File: config.mk
export PLATFORM = sky130hd
export DESIGN_NAME = display_scan_flat
export DESIGN_NICKNAME = d
export VERILOG_FILES = /design/src/rtl/display_scan_if.sv /design/src/rtl/display_scan.sv /design/src/flat_wrapper.sv
export SDC_FILE = /design/constraint.sdc
export NUM_CORES = 1
export LEC_CHECK = 0
export CELL_PAD_IN_SITES_DETAIL_PLACEMENT = 0
export CELL_PAD_IN_SITES_GLOBAL_PLACEMENT = 1
export CORE_AREA = 2 2 92 94
export CTS_CLUSTER_DIAMETER = 150
export DETAILED_ROUTE_END_ITERATION = 6
export DIE_AREA = 0 0 94 96
export GPL_TIMING_DRIVEN = 0
export MAX_ROUTING_LAYER = met4
export PLACE_DENSITY = 0.8
export RECOVER_POWER = 50
export SETUP_SLACK_MARGIN = 0.02
export SLEW_MARGIN = 0
export SYNTH_ARGS = -nofsm -noshare
export SYNTH_HDL_FRONTEND = slang
export SYNTH_SLANG_ARGS = --single-unit
File: constraint.sdc
create_clock -name clk -period 5.8 [get_ports clk]
set_input_delay 1.45 -clock clk [delete_from_list [all_inputs] [get_ports clk]]
set_output_delay 1.45 -clock clk [all_outputs]
set_load 0.01 [all_outputs]
File: src/rtl/display_scan_if.sv
// Bundle between the calculator core (master) and the display scan controller (slave).
// Core drives value/load/sel; the scanner returns the digit stream and status.
interface display_scan_if;
  logic [15:0] value;
  logic        load;
  logic        sel;
  logic [3:0]  digit;
  logic        mode;
  logic [3:0]  an;
  logic        busy;
  logic        overflow;
  logic        state_dbg;

  // load is a single-cycle strobe; it is only honoured while busy is low.
  modport master (output value, load, sel,
                  input  digit, mode, an, busy, overflow, state_dbg);
  modport slave  (input  value, load, sel,
                  output digit, mode, an, busy, overflow, state_dbg);
endinterface

File: src/rtl/display_scan.sv
// Four-digit seven-segment scan controller with a sequential shift-and-add-3
// binary-to-BCD converter and leading-zero blanking in decimal mode.
module display_scan #(
  parameter int DIGITS   = 4,
  parameter int SCAN_DIV = 50000
) (
  input  logic          clk,
  input  logic          rst,
  display_scan_if.slave bus
);
  localparam int PW = (SCAN_DIV > 1) ? $clog2(SCAN_DIV) : 1;

  typedef enum logic {S_IDLE, S_CONVERT} state_t;

  state_t              state_q, state_d;
  logic [4*DIGITS-1:0] disp_q, disp_d;
  logic [15:0]         bin_q, bin_d;
  logic [15:0]         bcd_q, bcd_d;
  logic [4:0]          cnt_q, cnt_d;
  logic                mode_q, mode_d;
  logic                ovf_q, ovf_d;
  logic [PW-1:0]       pre_q, pre_d;
  logic [1:0]          idx_q, idx_d;

  logic [15:0] bcd_adj;
  logic [15:0] bcd_shift;
  logic [3:0]  blank;

  always_comb begin
    bcd_adj = '0;
    for (int i = 0; i < 4; i++) begin
      bcd_adj[4*i +: 4] = (bcd_q[4*i +: 4] >= 4'd5) ? bcd_q[4*i +: 4] + 4'd3
                                                     : bcd_q[4*i +: 4];
    end
    // Carry out of the top BCD digit is dropped, which yields value mod 10000.
    bcd_shift = {bcd_adj[14:0], bin_q[15]};
  end

  always_comb begin
    state_d = state_q;
    disp_d  = disp_q;
    bin_d   = bin_q;
    bcd_d   = bcd_q;
    cnt_d   = cnt_q;
    mode_d  = mode_q;
    ovf_d   = ovf_q;
    case (state_q)
      S_IDLE: begin
        if (bus.load) begin
          if (bus.sel) begin
            disp_d = bus.value;
            mode_d = 1'b1;
            ovf_d  = 1'b0;
          end else begin
            bin_d   = bus.value;
            bcd_d   = '0;
            cnt_d   = '0;
            mode_d  = 1'b0;
            ovf_d   = (bus.value > 16'd9999);
            state_d = S_CONVERT;
          end
        end
      end
      S_CONVERT: begin
        bcd_d = bcd_shift;
        bin_d = {bin_q[14:0], 1'b0};
        cnt_d = cnt_q + 5'd1;
        if (cnt_q == 5'd15) begin
          disp_d  = bcd_shift;
          state_d = S_IDLE;
        end
      end
      default: state_d = S_IDLE;
    endcase
  end

  // Free-running scan, independent of the conversion FSM.
  always_comb begin
    pre_d = pre_q + PW'(1);
    idx_d = idx_q;
    if (pre_q == PW'(SCAN_DIV - 1)) begin
      pre_d = '0;
      idx_d = idx_q + 2'd1;
    end
  end

  always_ff @(posedge clk or posedge rst) begin
    if (rst) begin
      state_q <= S_IDLE;
      disp_q  <= '0;
      bin_q   <= '0;
      bcd_q   <= '0;
      cnt_q   <= '0;
      mode_q  <= 1'b0;
      ovf_q   <= 1'b0;
      pre_q   <= '0;
      idx_q   <= '0;
    end else begin
      state_q <= state_d;
      disp_q  <= disp_d;
      bin_q   <= bin_d;
      bcd_q   <= bcd_d;
      cnt_q   <= cnt_d;
      mode_q  <= mode_d;
      ovf_q   <= ovf_d;
      pre_q   <= pre_d;
      idx_q   <= idx_d;
    end
  end

  // Digit i blanks when it and all more-significant digits are zero; digit 0 never does.
  always_comb begin
    blank[3] = (disp_q[15:12] == 4'd0);
    blank[2] = blank[3] && (disp_q[11:8] == 4'd0);
    blank[1] = blank[2] && (disp_q[7:4] == 4'd0);
    blank[0] = 1'b0;
  end

  assign bus.digit     = disp_q[4*idx_q +: 4];
  assign bus.an        = (!mode_q && blank[idx_q]) ? 4'b1111 : ~(4'b0001 << idx_q);
  assign bus.mode      = mode_q;
  assign bus.overflow  = ovf_q;
  assign bus.busy      = (state_q == S_CONVERT);
  assign bus.state_dbg = (state_q == S_CONVERT);
endmodule
File: src/flat_wrapper.sv
// flat-port wrapper written by rule: the top's interface ports become plain ports
module display_scan_flat 
#(
  parameter int DIGITS   = 4,
  parameter int SCAN_DIV = 50000
)
  (clk, rst, bus_value, bus_load, bus_sel, bus_digit, bus_mode, bus_an, bus_busy, bus_overflow, bus_state_dbg);
  display_scan_if bus_i ();
  input  logic clk;
  input  logic rst;
  input wire logic [$bits(bus_i.value)-1:0] bus_value;
  input wire logic [$bits(bus_i.load)-1:0] bus_load;
  input wire logic [$bits(bus_i.sel)-1:0] bus_sel;
  output wire logic [$bits(bus_i.digit)-1:0] bus_digit;
  output wire logic [$bits(bus_i.mode)-1:0] bus_mode;
  output wire logic [$bits(bus_i.an)-1:0] bus_an;
  output wire logic [$bits(bus_i.busy)-1:0] bus_busy;
  output wire logic [$bits(bus_i.overflow)-1:0] bus_overflow;
  output wire logic [$bits(bus_i.state_dbg)-1:0] bus_state_dbg;
  assign bus_i.value = bus_value;
  assign bus_i.load = bus_load;
  assign bus_i.sel = bus_sel;
  assign bus_digit = bus_i.digit;
  assign bus_mode = bus_i.mode;
  assign bus_an = bus_i.an;
  assign bus_busy = bus_i.busy;
  assign bus_overflow = bus_i.overflow;
  assign bus_state_dbg = bus_i.state_dbg;
  display_scan #(.DIGITS(DIGITS), .SCAN_DIV(SCAN_DIV)) u_core (.clk(clk), .rst(rst), .bus(bus_i));
endmodule
==> run summary, run 1 <==
Status: finished clean
Netlist cell types: 39
Overflow after GRT: 0
Worst Hold Path Cells: 2
Ant. Diodes: 0
Die ar.: 0.00902 mm^2
Asr flop ratio synth: 100%
Min-delay worst type: flop to flop
TritonCTS clock tree: yes
CTS Hold Bufs: 0
Root buffer cell: clkbuf_8
Detail Route Antenna Nets: 0
# IOs: 32
Clock slew seen by the registers of the worst setup and hold paths: 0.07 ns
First-pass GRT wire length: 15,300 um
Pwr/cell area: 447 mW/mm^2
Post-CTS setup buffer count: 0
Fmax: 0.268 GHz
Mean post-synth cell area: 9.78 um^2
Fin util: 56.5%
Kind of critical path: flop to primary output
Pin count of the biggest net entering global routing: 52
Synth Register Bits: 74
Share of post-route cells with drive strength above 1: 9.98%
Endpoints failing setup: 0
Final-report hold violation count: 0
Minimum clock period: 3.73 ns
Cell count after synthesis: 393
Most common cell after layout, fill and taps aside: dfrtp_1
Clock Path Buffers: 2
Area Overhead vs Synth: 18.4%
Post-CTS resize count: 0
CP arrival: 2.28 ns
Filler instances: 724
Sequential share of the synthesized area: 48.2%
R2R Setup Slk: 3.84 ns
EDFF count, synth: 0
Most frequent cells in the layout: dfrtp_1, nand2_1, o21ai_0, clkdlybuf4s50_1, nor2_1
Max IR drop VDD: 203 uV
Vias post-DR: 3,037
CP Cell Sequence: nor4_1 -> nand3_1 -> a211o_1 -> nand2_1 -> clkdlybuf4s50_1
RR Endpoint: u_core.disp_q[5]$_DFFE_PP0P_
DIE HEIGHT: 96 um
DP HPWL: 6610 um
Port-buffer cells: 31
Hold wc startpoint: u_core.bin_q[6]$_DFFE_PP0P_
Via density: 5.56
NumNets Final: 471
H-tree depth: 3
Setup crit end kind: primary output
Leak Pwr: 2.02 nW
Vias in the first global route: 2,952
Syn. warnings: 0
MaxCap Viol Count: 0
Share of the clock period used by the worst path: 64.4%
RSZ-0062 raised after global routing: false
Total power: 0.00203 W
R2R cell count: 7
Setup TNS: 0 ns
Cts bufs inserted: 9
Drt total wl: 9190 um
# DRC: 0
Mapped cell area: 0.00384 mm^2
Critical path's largest stage delay: 0.54 ns
Final slew viol count: 0
Synth Net Count: 428
Clk sinks: 74
Clock Latency Late Sink: 0.35 ns
Hold Crit Endpoint: u_core.bin_q[7]$_DFFE_PP0P_
Reg2Reg Launch Point: u_core.cnt_q[0]$_DFFE_PP0P_
Slew @ Worst Pin: 1.17 ns
Rel. slew slack: 21.7%
Placer congestion estimate: 0.827
Core ar.: 0.00805 mm^2
Dominant synthesized flop cell: dfrtp_1
Clk_skew: 0.00831 ns
Critical Path Start Type: flop
Initial antenna violation count: 0
DR iter-0 viols: 231
Wire length per cell: 16.8 um
Max FO, Critical Path: 3
Critical path required time: 4.35 ns
Rows: 33
Starting Density: 47.7%
Slowest cell on crit path: clkdlybuf4s50_1
DRT Pass-1 Iters: 5
DIE WIDTH: 94 um
Total GRT Usage: 23.1%
==> metal layers <==
layer | global-route usage, % | up-vias | wire [um]
met4 | 7.97 | 0 | 121
li1 | - | 1449 | -
met2 | 33.1 | 85 | 4160
met1 | 33.6 | 1491 | 4550
met3 | 3.52 | 12 | 361
met5 | - | - | 0
==> where the power goes <==
group,leakage [nW],switching (W),internal [W]
Combinational,0.957,0.000375,0.000330
Sequential,0.937,0.000144,0.000687
Clock,0.129,0.000190,0.000308
Total,2.02,0.000710,0.00132
==> registers in the layout (all words and copies together) (netlist names) <==
| name | cells |
|---|---|
| u_core.bcd_q | 16 |
| u_core.bin_q | 16 |
| u_core.disp_q | 16 |
| u_core.pre_q | 16 |
| u_core.cnt_q | 5 |
| u_core.idx_q | 2 |
| u_core.bus.busy | 1 |
| u_core.bus.mode | 1 |
| u_core.bus.overflow | 1 |
==> cells in the mapped netlist (2+ instances only) <==
cell type | count | area [um^2]
or3_1 | 6 | 37.5
a21oi_1 | 15 | 75.1
nor3_1 | 8 | 40.0
a31oi_1 | 4 | 25.0
a211o_1 | 5 | 43.8
nor3b_1 | 3 | 22.5
nand3_1 | 13 | 65.1
o21ai_0 | 31 | 155
a22o_1 | 2 | 17.5
a41oi_1 | 3 | 26.3
buf_4 | 7 | 52.6
dfrtp_1 | 74 | 1850
clkbuf_1 | 4 | 15.0
and3_1 | 5 | 31.3
nor2b_1 | 3 | 18.8
buf_2 | 8 | 40.0
nor4_1 | 7 | 43.8
mux4_2 | 4 | 90.1
mux2i_1 | 15 | 150
nor2_1 | 29 | 109
ha_1 | 15 | 188
xor2_1 | 9 | 78.8
nand2b_1 | 6 | 37.5
inv_1 | 24 | 90.1
nand2_1 | 53 | 199
nand4_1 | 5 | 31.3
o32a_1 | 4 | 40.0
o22ai_1 | 6 | 37.5
mux2_2 | 6 | 67.6
xnor2_1 | 10 | 87.6
==> worst max-delay path, delay by kind of cell, from the launching register on <==
kind / cells / cell delay (ns)
AND/OR/NAND/NOR: 3 / 0.62
buffers and inverters: 1 / 0.54
flip-flops: 1 / 0.41
AO/OA/AOI/OAI: 1 / 0.36
==> cell families after synthesis <==
| family | Yosys count | synth area share, % |
|---|---|---|
| compound gates | 73 | 11.6 |
| xor+xnor | 19 | 4.33 |
| fa+ha+maj | 15 | 4.88 |
| buf+inv | 44 | 5.24 |
| flops | 74 | 48.2 |
| mux | 25 | 8.01 |
| simple gates | 143 | 17.8 |
==> stage by stage <==
| step | cells | instance area, um^2 | setup slack (ns) | hold slack [ns] |
|---|---|---|---|---|
| 5_1_grt | 546 | 4550 | 1.96 | 0.514 |
| 6_report | 546 | 4550 | 2.07 | 0.484 |
| 4_1_cts | 546 | 4570 | 2.06 | 0.490 |
| 3_5_place_dp | 530 | 4320 | 2.45 | 0.469 |
| 2_1_floorplan | 393 | 3840 | 2.47 | 0.449 |
| 3_3_place_gp | 529 | 4290 | 1.17 | 0.462 |
==> worst max path at each step <==
| stage | startpoint | end | slack (ns) | depth (start not counted) |
|---|---|---|---|---|
| final | u_core.disp_q[8]$_DFFE_PP0P_ | bus_an[2] | 2.07 | 5 |
| after global routing | u_core.disp_q[8]$_DFFE_PP0P_ | bus_an[2] | 1.96 | 5 |
| after CTS | u_core.disp_q[8]$_DFFE_PP0P_ | bus_an[2] | 2.06 | 5 |
| after detailed placement | u_core.disp_q[8]$_DFFE_PP0P_ | bus_an[2] | 2.45 | 5 |
| after global placement | rst | u_core.bcd_q[14]$_DFFE_PP0P_ | 1.17 | 2 |
| after floorplan | rst | u_core.bcd_q[0]$_DFFE_PP0P_ | 2.47 | 1 |
==> final cells by class <==
cell class / instances / area, um^2 / share of cell area (%)
multi-input combinational: 275 / 1780 / 39.1
clock inverter: 5 / 100 / 2.20
clock buffer: 11 / 151 / 3.33
sequential: 74 / 1850 / 40.7
tap: 105 / 131 / 2.89
timing repair buffer: 32 / 338 / 7.42
buffer: 20 / 108 / 2.36
inverter: 24 / 91.3 / 2.01
Note: power is estimated with default switching activity, not from simulation.
==> run 2, diff against run 1 <==
- CORE_AREA: 2 2 92 94 -> 2 2 96 98
- DIE_AREA: 0 0 94 96 -> 0 0 98 100
- PLACE_DENSITY: 0.8 -> 0.74
- clock period: 5.8 -> 3.6 ns (I/O delays scaled with it)
==> run 2 against run 1 <==
Clock skew fell by 0.0018 ns; die area rose by 8.6%; clock power rose by 31%; sequential share of layout area rose by 0.53 points; sequential power rose by 60%; global-route usage fell by 2.8 points; non-clock buffer count did not move; design area fell by 1.3%; worst setup slack got worse by 1.6 ns; critical path type unchanged; highest routed layer unchanged.
==> run summary, run 2 (synthesized netlist as in run 1, its figures left out) <==
Status: finished clean
DIE HEIGHT: 100 um
Ant. Diodes: 0
CTS Hold Bufs: 0
Minimum clock period: 3.13 ns
Cts bufs inserted: 9
Overflow after GRT: 0
Starting Density: 43.2%
Vias post-DR: 3,030
Clock Latency Late Sink: 0.34 ns
Wire length per cell: 16.5 um
Detail Route Antenna Nets: 0
DP HPWL: 6630 um
Root buffer cell: clkbuf_8
Vias in the first global route: 2,916
DRT Pass-1 Iters: 4
Share of the clock period used by the worst path: 86.9%
Final slew viol count: 0
Post-CTS setup buffer count: 0
MaxCap Viol Count: 0
Pin count of the biggest net entering global routing: 49
Min-delay worst type: flop to flop
DIE WIDTH: 98 um
Pwr/cell area: 693 mW/mm^2
Final-report hold violation count: 0
Slew @ Worst Pin: 1.22 ns
Port-buffer cells: 31
Rows: 35
Total power: 0.00311 W
Post-CTS resize count: 0
Pre-CTS WS: 0.840 ns
Setup crit end kind: primary output
Critical Path Start Type: flop
Endpoints failing setup: 0
Total GRT Usage: 20.2%
Worst Hold Slack: 0.485 ns
Clock slew seen by the registers of the worst setup and hold paths: 0.08 ns
# IOs: 32
Rel. slew slack: 18.6%
DR iter-0 viols: 196
Max IR drop VDD: 302 uV
CP arrival: 2.23 ns
RSZ-0062 raised after global routing: false
Fmax: 0.320 GHz
Most frequent cells in the layout: dfrtp_1, nand2_1, o21ai_0, clkdlybuf4s50_1, nor2_1
First-pass GRT wire length: 15,100 um
TritonCTS clock tree: yes
Drt total wl: 9110 um
Most common cell after layout, fill and taps aside: dfrtp_1
Initial antenna violation count: 0
Leak Pwr: 1.98 nW
Setup TNS: 0 ns
Area Overhead vs Synth: 16.9%
Via density: 5.50
Clk sinks: 74
Clk_skew: 0.00653 ns
Share of post-route cells with drive strength above 1: 10.5%
Core ar.: 0.00889 mm^2
Kind of critical path: flop to primary output
Placer congestion estimate: 0.875
Fin util: 50.5%
Max FO, Critical Path: 3
# DRC: 0
Critical path required time: 2.70 ns
Die ar.: 0.00980 mm^2
H-tree depth: 3
Final worst setup slack: 0.473 ns
Clock Path Buffers: 2
NumNets Final: 471
-- run 2: area by class of cell --
| type | instances | area [um^2] |
|---|---|---|
| Buffer | 20 | 111 |
| Clock buffer | 10 | 138 |
| Clock inverter | 5 | 55.1 |
| Fill cell | 865 | 4400 |
| Inverter | 24 | 91.3 |
| Multi-Input combinational cell | 275 | 1790 |
| Sequential cell | 74 | 1850 |
| Tap cell | 111 | 139 |
| Timing Repair Buffer | 32 | 315 |
-- run 2: worst max-delay path, cell delays in order, from the launching register on --
cell and delay [ns]:
dfrtp_1 0.43, or4_1 0.55, a211o_1 0.30, nand2_1 0.08
clkdlybuf4s50_1 0.53
-- run 2: stage by stage --
| step | instances | area, um^2 |
|---|---|---|
| 2_1_floorplan | 393 | 3840 |
| 3_3_place_gp | 535 | 4290 |
| 3_5_place_dp | 536 | 4320 |
| 4_1_cts | 551 | 4520 |
| 5_1_grt | 551 | 4490 |
| 6_report | 551 | 4490 |
-- run 2: worst paths after layout --
kind	start	endpoint	slack, ns	depth (start not counted)
hold reg to reg	u_core.bin_q[14]$_DFFE_PP0P_	u_core.bin_q[15]$_DFFE_PP0P_	0.48	2
setup / recovery	u_core.bus.mode$_DFFE_PP0P_	bus_an[1]	0.47	4
min in group asynchronous	rst	u_core.cnt_q[3]$_DFFE_PP0P_	1.23	2
setup reg to reg	u_core.cnt_q[0]$_DFFE_PP0P_	u_core.disp_q[1]$_DFFE_PP0P_	1.67	7
max in group asynchronous	rst	u_core.bcd_q[8]$_DFFE_PP0P_	0.66	3
hold / removal	u_core.bin_q[14]$_DFFE_PP0P_	u_core.bin_q[15]$_DFFE_PP0P_	0.48	2
-- run 2: routing by layer --
metal | track usage (%) | wire, um | up-vias
met1 | 30.3 | 4630 | 1502
met2 | 28.0 | 3950 | 72
met5 | - | 0 | -
li1 | - | - | 1442
met3 | 3.27 | 377 | 14
met4 | 6.84 | 149 | 0
-- run 2: power breakdown --
| group | switching [W] | internal [W] |
|---|---|---|
| Sequential | 0.000228 | 0.00111 |
| Clock | 0.000317 | 0.000333 |
| Combinational | 0.000599 | 0.000529 |
==> run 3, diff against run 2 <==
- TNS_END_PERCENT: not set -> 30
==> results of run 3 <==
The final DEF is identical to that of run 2; final timing and power are the same.
